--- src/rtl/wtm_reset_sequencer.sv ---
// wtm_reset_sequencer: reset synchroniser, stretcher and ordered multi-channel releaser.
//
// An external asynchronous active-low reset is synchronised through a SYNC_STAGES-deep
// flop chain, held for STRETCH_CYCLES clocks, and then the CHANNELS reset outputs are
// released one at a time (bit 0 first), STAGE_GAP clocks apart. A synchronous soft_rst
// request re-runs the whole sequence without touching the synchroniser chain.
//
// Optional build macro WTM_RESET_SEQ_CAUSE_EN adds a sticky rst_cause output:
// 2'b01 after a hard (rst_n) reset, 2'b10 after a soft reset.

`timescale 1ns / 1ps

module wtm_reset_sequencer #(
    parameter int unsigned SYNC_STAGES    = 2,
    parameter int unsigned CHANNELS       = 3,
    parameter int unsigned STRETCH_CYCLES = 16,
    parameter int unsigned STAGE_GAP      = 8
) (
    input  logic                clock,
    input  logic                rst_n,
    input  logic                soft_rst,
    output logic [CHANNELS-1:0] rst_out_n,
    output logic                rst_done
`ifdef WTM_RESET_SEQ_CAUSE_EN
    ,
    output logic [1:0]          rst_cause
`endif
);

    // ------------------------------------------------------------------
    // Elaboration-time parameter checks
    // ------------------------------------------------------------------
    if (SYNC_STAGES < 2) begin : g_bad_sync_stages
        $error("wtm_reset_sequencer: SYNC_STAGES must be >= 2");
    end
    if (CHANNELS < 1) begin : g_bad_channels
        $error("wtm_reset_sequencer: CHANNELS must be >= 1");
    end
    if (STRETCH_CYCLES < 1) begin : g_bad_stretch
        $error("wtm_reset_sequencer: STRETCH_CYCLES must be >= 1");
    end
    if (STAGE_GAP < 1) begin : g_bad_gap
        $error("wtm_reset_sequencer: STAGE_GAP must be >= 1");
    end

    // Counter sized to hold the larger of the two intervals; it never wraps because
    // both terminal compares are equality on a value below CntMax.
    localparam int unsigned CntMax = (STRETCH_CYCLES > STAGE_GAP) ? STRETCH_CYCLES : STAGE_GAP;
    localparam int unsigned CntW   = $clog2(CntMax + 1);

    localparam logic [CntW-1:0] StretchLast = CntW'(STRETCH_CYCLES - 1);
    localparam logic [CntW-1:0] GapLast     = CntW'(STAGE_GAP - 1);
    localparam logic [CntW-1:0] CntOne      = CntW'(1);

    typedef enum logic [1:0] {
        StHold    = 2'd0,
        StRelease = 2'd1,
        StDone    = 2'd2
    } state_e;

    logic [SYNC_STAGES-1:0] sync_q;
    logic                   sync_rst;
    state_e                 state_q;
    logic [CntW-1:0]        cnt_q;
    logic [CHANNELS-1:0]    rel_next;

    // ------------------------------------------------------------------
    // Reset synchroniser: shifts a 1 in after rst_n deasserts
    // ------------------------------------------------------------------
    always_ff @(posedge clock or negedge rst_n) begin
        if (!rst_n) begin
            sync_q <= '0;
        end else begin
            sync_q <= {sync_q[SYNC_STAGES-2:0], 1'b1};
        end
    end

    assign sync_rst = sync_q[SYNC_STAGES-1];

    // Next release pattern: thermometer shift that frees the lowest still-held channel
    always_comb begin
        rel_next    = '0;
        rel_next[0] = 1'b1;
        for (int i = 1; i < int'(CHANNELS); i++) begin
            rel_next[i] = rst_out_n[i-1];
        end
    end

    // ------------------------------------------------------------------
    // Sequencer FSM with registered outputs
    // ------------------------------------------------------------------
    always_ff @(posedge clock or negedge rst_n) begin
        if (!rst_n) begin
            state_q   <= StHold;
            cnt_q     <= '0;
            rst_out_n <= '0;
            rst_done  <= 1'b0;
        end else if (soft_rst) begin
            // Soft reset restarts the sequence from any state; stretch begins once it drops.
            state_q   <= StHold;
            cnt_q     <= '0;
            rst_out_n <= '0;
            rst_done  <= 1'b0;
        end else begin
            unique case (state_q)
                StHold: begin
                    if (sync_rst) begin
                        if (cnt_q == StretchLast) begin
                            cnt_q     <= '0;
                            rst_out_n <= rel_next;
                            if (&rel_next) begin
                                state_q  <= StDone;
                                rst_done <= 1'b1;
                            end else begin
                                state_q <= StRelease;
                            end
                        end else begin
                            cnt_q <= cnt_q + CntOne;
                        end
                    end
                end
                StRelease: begin
                    if (cnt_q == GapLast) begin
                        cnt_q     <= '0;
                        rst_out_n <= rel_next;
                        if (&rel_next) begin
                            state_q  <= StDone;
                            rst_done <= 1'b1;
                        end
                    end else begin
                        cnt_q <= cnt_q + CntOne;
                    end
                end
                StDone: begin
                    cnt_q <= '0;
                end
                default: begin
                    state_q   <= StHold;
                    cnt_q     <= '0;
                    rst_out_n <= '0;
                    rst_done  <= 1'b0;
                end
            endcase
        end
    end

`ifdef WTM_RESET_SEQ_CAUSE_EN
    // Sticky record of the most recent reset source
    always_ff @(posedge clock or negedge rst_n) begin
        if (!rst_n) begin
            rst_cause <= 2'b01;
        end else if (soft_rst) begin
            rst_cause <= 2'b10;
        end
    end
`endif

endmodule

--- config.mk ---
export PLATFORM = sky130hd
export DESIGN_NAME = wtm_reset_sequencer
export DESIGN_NICKNAME = d
export VERILOG_FILES = /design/src/rtl/wtm_reset_sequencer.sv
export SDC_FILE = /design/constraint.sdc
export NUM_CORES = 1
export LEC_CHECK = 0
export BUFFER_PORTS_ARGS = -buffer_cell sky130_fd_sc_hd__buf_2
export CAP_MARGIN = 20
export CORE_ASPECT_RATIO = 1.2
export CORE_UTILIZATION = 40
export CTS_CLUSTER_DIAMETER = 30
export DETAILED_ROUTE_END_ITERATION = 8
export SETUP_SLACK_MARGIN = 0.02
export SYNTH_ARGS = -nofsm -noshare
export SYNTH_HDL_FRONTEND = slang
export SYNTH_SLANG_ARGS = --single-unit
--- constraint.sdc ---
create_clock -name clock -period 1.7 [get_ports clock]
set_input_delay 0.255 -clock clock [delete_from_list [all_inputs] [get_ports clock]]
set_output_delay 0.255 -clock clock [all_outputs]
set_load 0.005 [all_outputs]
# == Word level (Yosys, flattened, before mapping) ==
# Cells that the tools add are included.
# op_classes
addsub,1
eq_ne,9
mux,23
n_reduce_logical,4
# op_table
operator,n
$mux W5,4
$mux W2,6
$mux W3,4
$ne A3 B3 Y1 const B,4
$pmux W5 S2,1
$pmux W3 S3,1
$pmux W2 S3,1
$add A5 B1 Y5 const B,1
$eq A5 B3 Y1 const B,1
$eq A5 B4 Y1 const B,1
$mux W1,5
$reduce_and A5 Y1,1
$reduce_and A4 Y1,1
$pmux W1 S3,1
$eq A2 B1 Y1 const B,1
$eq A2 B2 Y1 const B,1
$logic_not A2 Y1,1
$ne A2 B2 Y1 const B,1
$reduce_and A2 Y1,1
# totals
register_bits,13
input_bits,3
output_inout_bits,4
wordCells,42

# == Depth between registers and ports, before layout ==
# logic_depth
word_depth,6
depth_mapped,8
depth_no_buf,8

# == Least setup slack after synthesis ==
# OpenSTA, ideal clock, no wires.
# synth_timing
path_kind,register to register
startpoint,register cnt_q[0]
endpoint,register state_q[1]
setup_ps,77
arrival_ps,1691
required_ps,1623
setup_slack_ps,-68
stages_incl_launch_ff,9
path_buffers,0
period_less_slack_ps,1768
cell_sequence,dfrtp_1 -> ha_1 -> nand3_1 -> inv_1 -> ha_1 -> and3b_2 -> nor2_2 -> or4_1 -> a21oi_1
# synth_via
elab_chain_cells,3
elab_cells_between_ends,5
cone_classes,eq/ne (4); reduce/logical (1)
# synth_lines
element,line,source
from (decl),64,logic [CntW-1:0] cnt_q;
from (signal assigned),118,cnt_q <= cnt_q + CntOne;
from (signal assigned),131,cnt_q <= cnt_q + CntOne;
$eq A5 B3 Y1 / $eq A5 B4 Y1 (equally long branches),"123, 108",
$ne A3 B3 Y1 (no line),--,
$reduce_and A5 Y1 (no line) (*),--,
to (signal assigned),115,state_q <= StRelease;
to (signal assigned),127,state_q <= StDone;
to (signal assigned),138,state_q <= StHold;
to (decl),63,state_e state_q;
# Mark *: on every way between the ends. The rest lies on a longest branch, timed or not.
# A chain may end at the register's enable or synchronous reset.

# == Worst setup path after layout ==
# layout_timing
startpoint,register cnt_q[1]
endpoint,register state_q[1]
# The elaborated chain is that of the path after synthesis.

==> summary.txt <==
Chip height: 46.98 um
Part of the cycle the worst path needs: 0.9871
Sequential fraction of the synthesis area: 0.4824
Commonest non-fill, non-tap cells in the layout: dfrtp_1 (13), buf_4 (7), nor2_1 (6), buf_2 (6)
WP buf/inv: 1
Syn Nets: 70
Reg clk slew, reported paths: 0.08 ns
CTS H-tree depth: 1
Met1 Resource Use GR: 0.2263
Arr. time, crit path: 1.88 ns
Initial antenna violation count: 0
Post-DP Area: 788.3 um^2
Clk sinks: 13
Design area: 834.6 um^2
CTS tree: built
Total Routing Usage GR: 0.1863
Synth area leader: dfrtp_1
Yosys reg bits: 13
Most Crowded Layer GR: met2
I/O pins: 7
Clock latency on the worst-skew pair: 0.27 ns
Top delay family on crit path: simple AND/OR/NAND/NOR gates
Max Freq: 0.5959 GHz
Post-Route WL: 1.271 mm
Vias: 536
Sw frac: 0.2541
Routed len/inst: 12.84 um
Starting density of the core: 0.4492
Met2 Use GR: 0.3082
Fillers: 148
Cell Pwr Density: 765.6 mW/mm^2
Site row count: 15
Vias in the first global route: 547
Critical path class: flip-flop to flip-flop
Deepest clock path buffer count: 2
DRT Pass-1 Iters: 4
DR vias/cell: 5.414
Max-cap violations: 0
Setup TNS: 0 ns
Die W: 39.49 um
Die area: 0.001855 mm^2
Cells after Synth: 64
Placer congestion estimate: 0.8059
GR Util met3: 0.04739
Commonest non-fill, non-tap cell in the layout: dfrtp_1
Reg power frac: 0.543
Port-buffer cells: 6
Outcome: finished clean
CP startpoint kind: flip-flop
Layout cells sized above 1: 0.3537
Distinct cell type count after synthesis: 31
Main area contributors after synthesis: dfrtp_1 (48%), ha_1 (5.6%), nor2_1 (3.3%), a21oi_1 (3.0%), a32o_1 (3.0%)
Area growth syn-to-layout: 23.75%
Worst setup EP type: flip-flop
Mapped cell area: 674.4 um^2
Clock root buffer: clkbuf_4
Tmin final: 1.678 ns
Largest net degree at the start of global routing: 14
Number of diodes: 0
Max stage delay cell, worst path: or4_1
Pleak: 0.3957 nW
Worst hold slack: 0.1942 ns
Critical-path cell list: ha_2, nand3_2, inv_2, ha_4, and3b_2, nor2_2, or4_1, a21oi_1
Final hold vios: 0
Sw power: 0.1624 mW
# DRC: 0
Clock buffer count from CTS: 3
Worst hold path class: input pin to flip-flop
Post-synth top area share: 0.4824
R2r setup slk: 0.02 ns
Yosys warns: 0
Core area: 0.001501 mm^2
DP HPWL: 933.5 um
Drt initial violations: 1
Placed cell count: 94
Share of total power in combinational logic: 0.162
First-pass GRT wire length: 2.318 mm
Maximum vdd ir drop: 0.5192 mV
Mapped Avg Cell Area: 10.54 um^2
Setup violators final: 0
Power share of the clock group: 0.296
Grt ovf: 0
CP Data Required Time: 1.91 ns
Final ANT Viol Nets: 0
Unrepaired setup endpoints after global routing: true
Layout Utilization: 0.5558
Fin nets: 89
Layout Skew: 0.01035 ns
Power Internal: 0.4766 mW
Crit-path max FO: 3
Slew Viols, Final: 0
Post-Layout Cell Count: 99
Worst path max stage delay: 0.39 ns
## cell usage after synthesis
master	instances
nand2_1	4
o21a_1	2
ha_1	3
conb_1	1
o22ai_2	1
inv_1	4
o21ai_0	1
dfrtp_1	13
mux2_2	1
and3b_2	1
nand3_1	2
o22ai_1	2
a21boi_0	1
nor2_2	1
or4_1	1
a21oi_1	4
or3b_1	1
or2_4	1
and2_1	1
nor3_1	1
o221ai_1	1
nor2b_2	1
a32o_1	2
a22o_1	2
or2_2	1
or2b_1	1
nor4b_1	1
nor2_1	6
and4bb_4	1
or2b_2	1
or2_1	1
## state kept, by name (all words and copies together), names as in the netlist
register / flops
sync_q: 2
state_q: 2
cnt_q: 5
rst_done: 1
rst_out_n: 3
## metrics by stage
stage | total power, mW | setup slack [ns]
6_report | 0.6389 | 0.02193
5_1_grt | 0.6765 | -0.04804
4_1_cts | 0.6477 | 0.03102
3_5_place_dp | 0.4561 | -0.01863
3_3_place_gp | 0.4551 | -0.008755
2_1_floorplan | 0.4066 | 0.01823
## power groups by stage
| stage | logic, mW | registers, mW | clock network, mW |
|---|---|---|---|
| floorplan | 0.0545 | 0.352 | 0 |
| global placement | 0.102 | 0.353 | 0 |
| detailed placement | 0.103 | 0.353 | 0 |
| CTS | 0.105 | 0.347 | 0.196 |
| global route | 0.118 | 0.350 | 0.208 |
| finish | 0.103 | 0.347 | 0.189 |
## repair_timing
action / in CTS / in global routing
hold buffers: 1 / 0
resized for setup: 2 / 0
pin swaps: 2 / 1
buffers inserted: 0 / 0
endpoints found under the hold margin: 13 / 0
setup endpoints to repair: 1 / 3
## cell families after synthesis
group           after synthesis  synth area share
simple gates                 26            0.2412
compound gates               16            0.1762
flops                        13            0.4824
buf+inv                       4           0.02226
fa+ha+maj                     3           0.05566
mux                           1           0.01670
other cells                   1          0.005561
## per-layer routing
layer / vias up / routed length, um
met5: - / 0
li1: 269 / -
met4: 0 / 12
met2: 7 / 626
met1: 258 / 589
met3: 2 / 43
## final timing paths
kind                                           start                     end  depth (start not counted)
worst max-delay path            cnt_q[1]$_DFFE_PN0P_  state_q[1]$_DFFE_PN0P_                          8
worst min-delay path                        soft_rst  state_q[1]$_DFFE_PN0P_                          2
worst max register to register  cnt_q[1]$_DFFE_PN0P_  state_q[1]$_DFFE_PN0P_                          8
worst min register to register   sync_q[0]$_DFF_PN0_     sync_q[1]$_DFF_PN0_                          0
max in group asynchronous                      rst_n    cnt_q[2]$_DFFE_PN0P_                          2
min in group asynchronous                      rst_n    cnt_q[4]$_DFFE_PN0P_                          2
## layout make-up
class	instances	area, um^2	share of cell area
flip-flops and latches	13	325.3	0.3898
inverters	4	15.01	0.01799
multi-input cells	47	354.1	0.4243
clock buffers	4	26.28	0.03148
repair buffers	14	92.59	0.1109
well taps	17	21.27	0.02549
Power figures use the tool's default switching activity.
